===== src/rtl/pipe_stage_reg.sv =====
// Parametrised pipeline stage register: valid/ready handshake, one-entry skid buffer,
// a hazard hold, and a flush with per-bit keep mask. Optional counters: PIPE_STAGE_PERF_EN.
module pipe_stage_reg #(
  parameter int unsigned       DATA_W    = 64,
  parameter logic [DATA_W-1:0] BUBBLE    = '0,
  parameter logic [DATA_W-1:0] KEEP_MASK = '0
) (
  input  logic              clk,
  input  logic              reset,
  input  logic              in_valid,
  output logic              in_ready,
  input  logic [DATA_W-1:0] in_data,
  output logic              out_valid,
  input  logic              out_ready,
  output logic [DATA_W-1:0] out_data,
  input  logic              hold,
  input  logic              flush
`ifdef PIPE_STAGE_PERF_EN
  ,
  output logic [15:0]       stall_cnt,
  output logic [15:0]       flush_cnt
`endif
);

  typedef enum logic [1:0] {
    EMPTY = 2'd0,
    ONE   = 2'd1,
    FULL  = 2'd2
  } state_t;

  state_t            state;
  logic [DATA_W-1:0] main_data;
  logic [DATA_W-1:0] skid_data;
  logic [DATA_W-1:0] keep_load;
  logic              accept;
  logic              fire;

  // Squashed entry: kept fields (e.g. PC+4) survive, everything else becomes a NOP.
  assign keep_load = (in_data & KEEP_MASK) | (BUBBLE & ~KEEP_MASK);

  assign in_ready  = reset & (state != FULL) & ~hold & ~flush;
  assign out_valid = (state != EMPTY);
  assign out_data  = main_data;

  assign accept = in_valid & in_ready;
  assign fire   = out_valid & out_ready & ~hold;

  // NOTE: all state updates use non-blocking assignments so every register sees
  // pre-edge values; main_data tracks keep_load while reset is held low.
  always_ff @(posedge clk or negedge reset) begin
    if (!reset) begin
      state     <= EMPTY;
      main_data <= keep_load;
      skid_data <= BUBBLE;
    end else if (flush) begin
      state     <= EMPTY;
      main_data <= keep_load;
      skid_data <= BUBBLE;
    end else if (!hold) begin
      case (state)
        EMPTY: begin
          if (accept) begin
            state     <= ONE;
            main_data <= in_data;
          end
        end
        ONE: begin
          if (fire && accept) begin
            main_data <= in_data;
          end else if (fire) begin
            state     <= EMPTY;
            main_data <= BUBBLE;
          end else if (accept) begin
            state     <= FULL;
            skid_data <= in_data;
          end
        end
        FULL: begin
          // Skid only drains into main, so ordering stays FIFO.
          if (fire) begin
            state     <= ONE;
            main_data <= skid_data;
            skid_data <= BUBBLE;
          end
        end
        default: state <= EMPTY;
      endcase
    end
  end

`ifdef PIPE_STAGE_PERF_EN
  logic stall_ev;

  assign stall_ev = hold | (out_valid & ~out_ready);

  always_ff @(posedge clk or negedge reset) begin
    if (!reset) begin
      stall_cnt <= '0;
      flush_cnt <= '0;
    end else begin
      if (stall_ev && stall_cnt != 16'hFFFF) stall_cnt <= stall_cnt + 16'd1;
      if (flush && flush_cnt != 16'hFFFF)    flush_cnt <= flush_cnt + 16'd1;
    end
  end
`endif

endmodule


===== config.mk =====
export PLATFORM = sky130hd
export DESIGN_NAME = pipe_stage_reg
export DESIGN_NICKNAME = d
export VERILOG_FILES = /design/src/rtl/pipe_stage_reg.sv
export SDC_FILE = /design/constraint.sdc
export NUM_CORES = 1
export LEC_CHECK = 0
export CORE_UTILIZATION = 35
export DETAILED_ROUTE_END_ITERATION = 10
export GPL_ROUTABILITY_DRIVEN = 0
export PLACE_DENSITY_LB_ADDON = 0.12
export SETUP_SLACK_MARGIN = 0.2
export SYNTH_ARGS = -nofsm -noshare
export SYNTH_HDL_FRONTEND = slang
export SYNTH_SLANG_ARGS = --single-unit
export TNS_END_PERCENT = 100

===== constraint.sdc =====
create_clock -name clk -period 4.18 [get_ports clk]
set_clock_uncertainty 0.15 [all_clocks]
set_input_delay 0.418 -clock clk [delete_from_list [all_inputs] [get_ports clk]]
set_output_delay 0.418 -clock clk [all_outputs]
set_load 0.05 [all_outputs]

-- Word level (Yosys, flattened, before mapping)
Index checks and enable logic that the tools add are counted.
- register bits after elaboration: 130
- input port bits: 70
- output and inout port bits: 66
- word-level logic and storage cells: 50
- eq/ne operators: 11
- multiplexer cells: 20
- bitwise gates (word level): 8
- reduce and logical (&&, ||, !) cells: 8
- operators with widths (cell ; count):
    64-bit 2-to-1 mux ; 10
    64-bit case mux with 3 select lines ; 1
    64-bit case mux with 2 select lines ; 1
    3-bit inequality test (second input constant) ; 5
    2-bit 2-to-1 mux ; 7
    5-bit AND reduction ; 2
    4-bit inequality test (second input constant) ; 2
    1-bit bitwise AND ; 6
    2-bit case mux with 3 select lines ; 1
    6-bit AND reduction ; 1
    4-bit nonzero test ; 1
    3-bit nonzero test ; 1
    2-bit by 1-bit equality test with 1-bit output (second input constant) ; 1
    2-bit equality test (second input constant) ; 1
    2-bit logical NOT ; 1
    2-bit by 1-bit inequality test with 1-bit output (second input constant) ; 1
    2-bit inequality test (second input constant) ; 1
    1-bit inverter ; 2
    2-bit nonzero test ; 1
    1-bit logical AND ; 1

-- Depth between registers and ports, before layout
- word-level depth: 11
- mapped depth: 9
- depth with buffers taken out: 6

-- Least setup slack after synthesis
Ideal clock, no wire load.
- kind: reg2reg
- start point: register state[0]
- end point: register state[1]
- setup time: 0.099 ns
- data arrival time: 3.050 ns
- slack: 0.880 ns
- cell stages (with the launch flop): 8
- buffers on the path: 1
- cell sequence: dfrtp_1 -> inv_1 -> ha_1 -> buf_6 -> nor4b_1 -> and2_1 -> a31oi_1 -> a311oi_1
- longest elaborated chain between the ends: 8
- elaborated cells on any way between the ends: 22
- classes of those cells: eq/ne (7); mux (5); bitwise (6); reduce/logical (4)
- ends and longest elaborated chain (item ; RTL line ; text):
    start: declaration ; 31 ; state_t state;
    start signal: assignment ; 52 ; state <= EMPTY;
    start signal: assignment ; 56 ; state <= EMPTY;
    start signal: assignment ; 63 ; state <= ONE;
    2-bit inequality test * ; 41 ; assign in_ready = reset & (state != FULL) & ~hold & ~flush;
    1-bit bitwise AND * (3 in a row) ; 41 ;
    named net in_ready ; 11 ; output logic in_ready,
    1-bit bitwise AND * ; 45 ; assign accept = in_valid & in_ready;
    1-bit logical AND ; 68 ; if (fire && accept) begin
    3-bit inequality test (no line) ; -- ;
    5-bit AND reduction (no line) * ; -- ;
Mark *: on every way through the listed nets, which the timed path passes. The rest lies on a longest branch. The select of a mux whose other input is x is not followed.
A chain may end at the register's enable or synchronous reset.

-- Final worst setup path
- start point: input reset
- end point: output in_ready
- longest elaborated chain between the ends: 3
- ends and longest elaborated chain (item ; RTL line ; text):
    start: declaration ; 9 ; input logic reset,
    1-bit bitwise AND (3 in a row) ; 41 ;
    end: declaration ; 11 ;
Every way passes these cells.

==> flow_metrics.py <==
metrics = {
    "status": {
        "status": "finished, final reports clean",
    },
    "logic_synthesis": {
        "netlist.area_leader.share": 0.521,
        "ys_ff_latch": 130,
        "yosysMostFrequentCell": "dfrtp_1",
        "synth_edf_count": 0,
        "synth_flop_cell": "dfrtp_1",
        "synthArstFlopShare": 1.00,
        "yosys-top-cells-area": "dfrtp_1 (52%), mux2i_1 (10%), o2bb2ai_2 (8.2%)",
        "synth_common_cells": "dfrtp_1 (130), inv_1 (70), mux2i_1 (65), nand2_1 (64), a22oi_1 (43)",
        "synth_cells": 525,
        "syn_area_per_cell_um2": 11.9,
        "ys_warn_count": 0,
        "syn_nets": 598,
        "ys_types": 32,
        "synth_area_leader_cell": "dfrtp_1",
        "seq_area_frac_synth": 0.521,
        "netlist_area_um2": 6240,
    },
    "grt": {
        "grt_use_met3": 0.0397,
        "grtUsageMet2": 0.300,
        "grt_max_degree": 70,
        "busiest_layer": "met2",
        "gr-total-overflow": 0,
        "grtUsageTotal": 0.186,
        "grt_pass1_wl_um": 26200,
        "grt_pass1_vias": 4951,
        "antenna_found_initial": 0,
        "grt_use_met1": 0.244,
    },
    "floorplan": {
        "die_area_um2": 18400,
        "rows": 48,
        "fp.dieH_um": 136,
        "die_w_um": 136,
        "initial_utilization": 0.360,
        "fp.coreArea_um2": 17400,
        "io_pins": 136,
    },
    "clock_tree": {
        "cts_tree": "yes",
        "ctsResizeCount": 0,
        "post_cts_buffers": 0,
        "cts.root.buffer_cell": "clkbuf_16",
        "cts.sinks": 130,
        "clockBufferDepth": 2,
        "path_clk_slew_ns": 0.06,
        "clk_latency_ns": 0.42,
        "htreeDepth": 4,
        "holdBufCountCts": 1,
        "cts_made_buffers": 17,
    },
    "sta": {
        "min_period_ns": 3.06,
        "fmax_mhz": 327,
        "hold_ws_ns": 0.283,
        "hold_viol": 0,
        "grt_setup_unrepaired": "no",
        "finalCritPeriodShare": 0.731,
        "slew_viol_final": 0,
        "finalSetupViolCount": 0,
        "timing.setup.tns_ns": 0,
        "worst_slew_margin_rel": 0.401,
        "tightest_slew_ns": 0.898,
    },
    "route": {
        "wl_per_cell_um": 18.1,
        "drtAntennaViolNets": 0,
        "via_per_inst": 5.14,
        "drt-initial-drc-count": 230,
        "routed-via-count": 4545,
        "drt-pass1-iter-count": 4,
        "drc": 0,
        "wl_um": 16000,
    },
    "flow_run": {
        "cap_violations": 0,
    },
    "worst_hold_path": {
        "holdCritPathClass": "input port to async pin",
    },
    "critical_path": {
        "start_kind": "input port",
        "path_class": "input port to primary output",
        "cp_data_required_time_ns": 3.61,
        "endpoint_kind": "primary output",
        "worst-path-max-fanout": 20,
        "critPathArrivalTime_ns": 2.49,
    },
    "finish": {
        "fin_util": 0.486,
        "fin_nets": 720,
        "diodes": 0,
        "areaGrowthSynthToFinish_pct": 35.1,
        "drive_gt1_frac": 0.155,
    },
    "power": {
        "pwr_density_cell_nw_per_um2": 445,
        "p_leak_uw": 0.00379,
        "ir_drop_mv": 0.276,
    },
    "placement": {
        "port_buffers": 135,
        "dpl.hpwl_um": 9710,
    },
}
## report_power, final
part           switching [µW]  total (µW)  internal [µW]
Combinational             434         708            274
Sequential               70.5        1430           1360
Clock                     575        1610           1030
Total                    1080        3750           2670
## metrics by stage
stage	power, µW	instances	cell area (µm²)	setup WS [ns]
after floorplan	1890	525	6240	0.880
after detailed placement	2170	852	7790	1.22
final	3750	885	8440	1.12
after global routing	3910	885	8440	1.02
after CTS	3790	885	8440	1.07
after global placement	2150	852	7790	1.27
## sequential cells by signal (all words and copies together) (netlist names)
signal	flops
out_data	64
skid_data	64
state	2
## placed cells by master, fill, tap and decap left out, types with 3 or more instances in the layout
cell / synthesis / final
clkinv_4: 0 / 3
a22oi_2: 21 / 21
nand2_1: 64 / 64
mux2i_1: 65 / 65
clkinvlp_4: 0 / 3
buf_4: 3 / 5
clkbuf_16: 0 / 17
clkdlybuf4s50_1: 0 / 134
o2bb2ai_2: 34 / 34
bufinv_16: 0 / 4
inv_1: 70 / 70
dfrtp_1: 130 / 130
buf_12: 0 / 5
ha_1: 3 / 3
o2bb2ai_1: 30 / 30
a22oi_1: 43 / 43
## cell type report
class / count / area, µm²
inverters: 70 / 263
well taps: 225 / 282
fillers: 1532 / 8920
clock inverters: 11 / 178
multi-input cells: 283 / 2510
flip-flops and latches: 130 / 3250
clock buffers: 21 / 460
repair buffers: 145 / 1490
## cell families (layout without fill, tap and decap cells)
family                     after synthesis  in the layout  synth area share
and+or+nand+nor                         74             74            0.0515
muxes                                   65             65             0.104
DFF                                    130            130             0.521
adders and majority gates                3              3           0.00601
buffers and inverters                  112            247            0.0812
AOI/OAI and AO/OA                      141            141             0.236
## critical path, cell delays in order
cell and delay [ns]:
dlygate4sd3_1 0.53, buf_4 0.29, nor4b_1 0.37, clkdlybuf4s50_1 0.88
## worst paths after layout
path                              from            end  slack [ns]  depth (start not counted)
setup / recovery                 reset       in_ready        1.12                          4
hold / removal                   reset  skid_data[58]        0.28                          2
setup reg to reg              state[0]   out_data[55]        1.38                          7
hold reg to reg            out_data[3]    out_data[3]        0.34                          1
max in group asynchronous        reset  skid_data[55]        1.77                          4
min in group clk           out_data[3]    out_data[3]        0.34                          1
## per-layer routing
layer	part of all wire	wire, µm
met2	0.48	7630
met4	0.013	204
met3	0.039	618
met1	0.47	7550
met5	0	0
No activity file was read; power rests on OpenSTA's default activity.
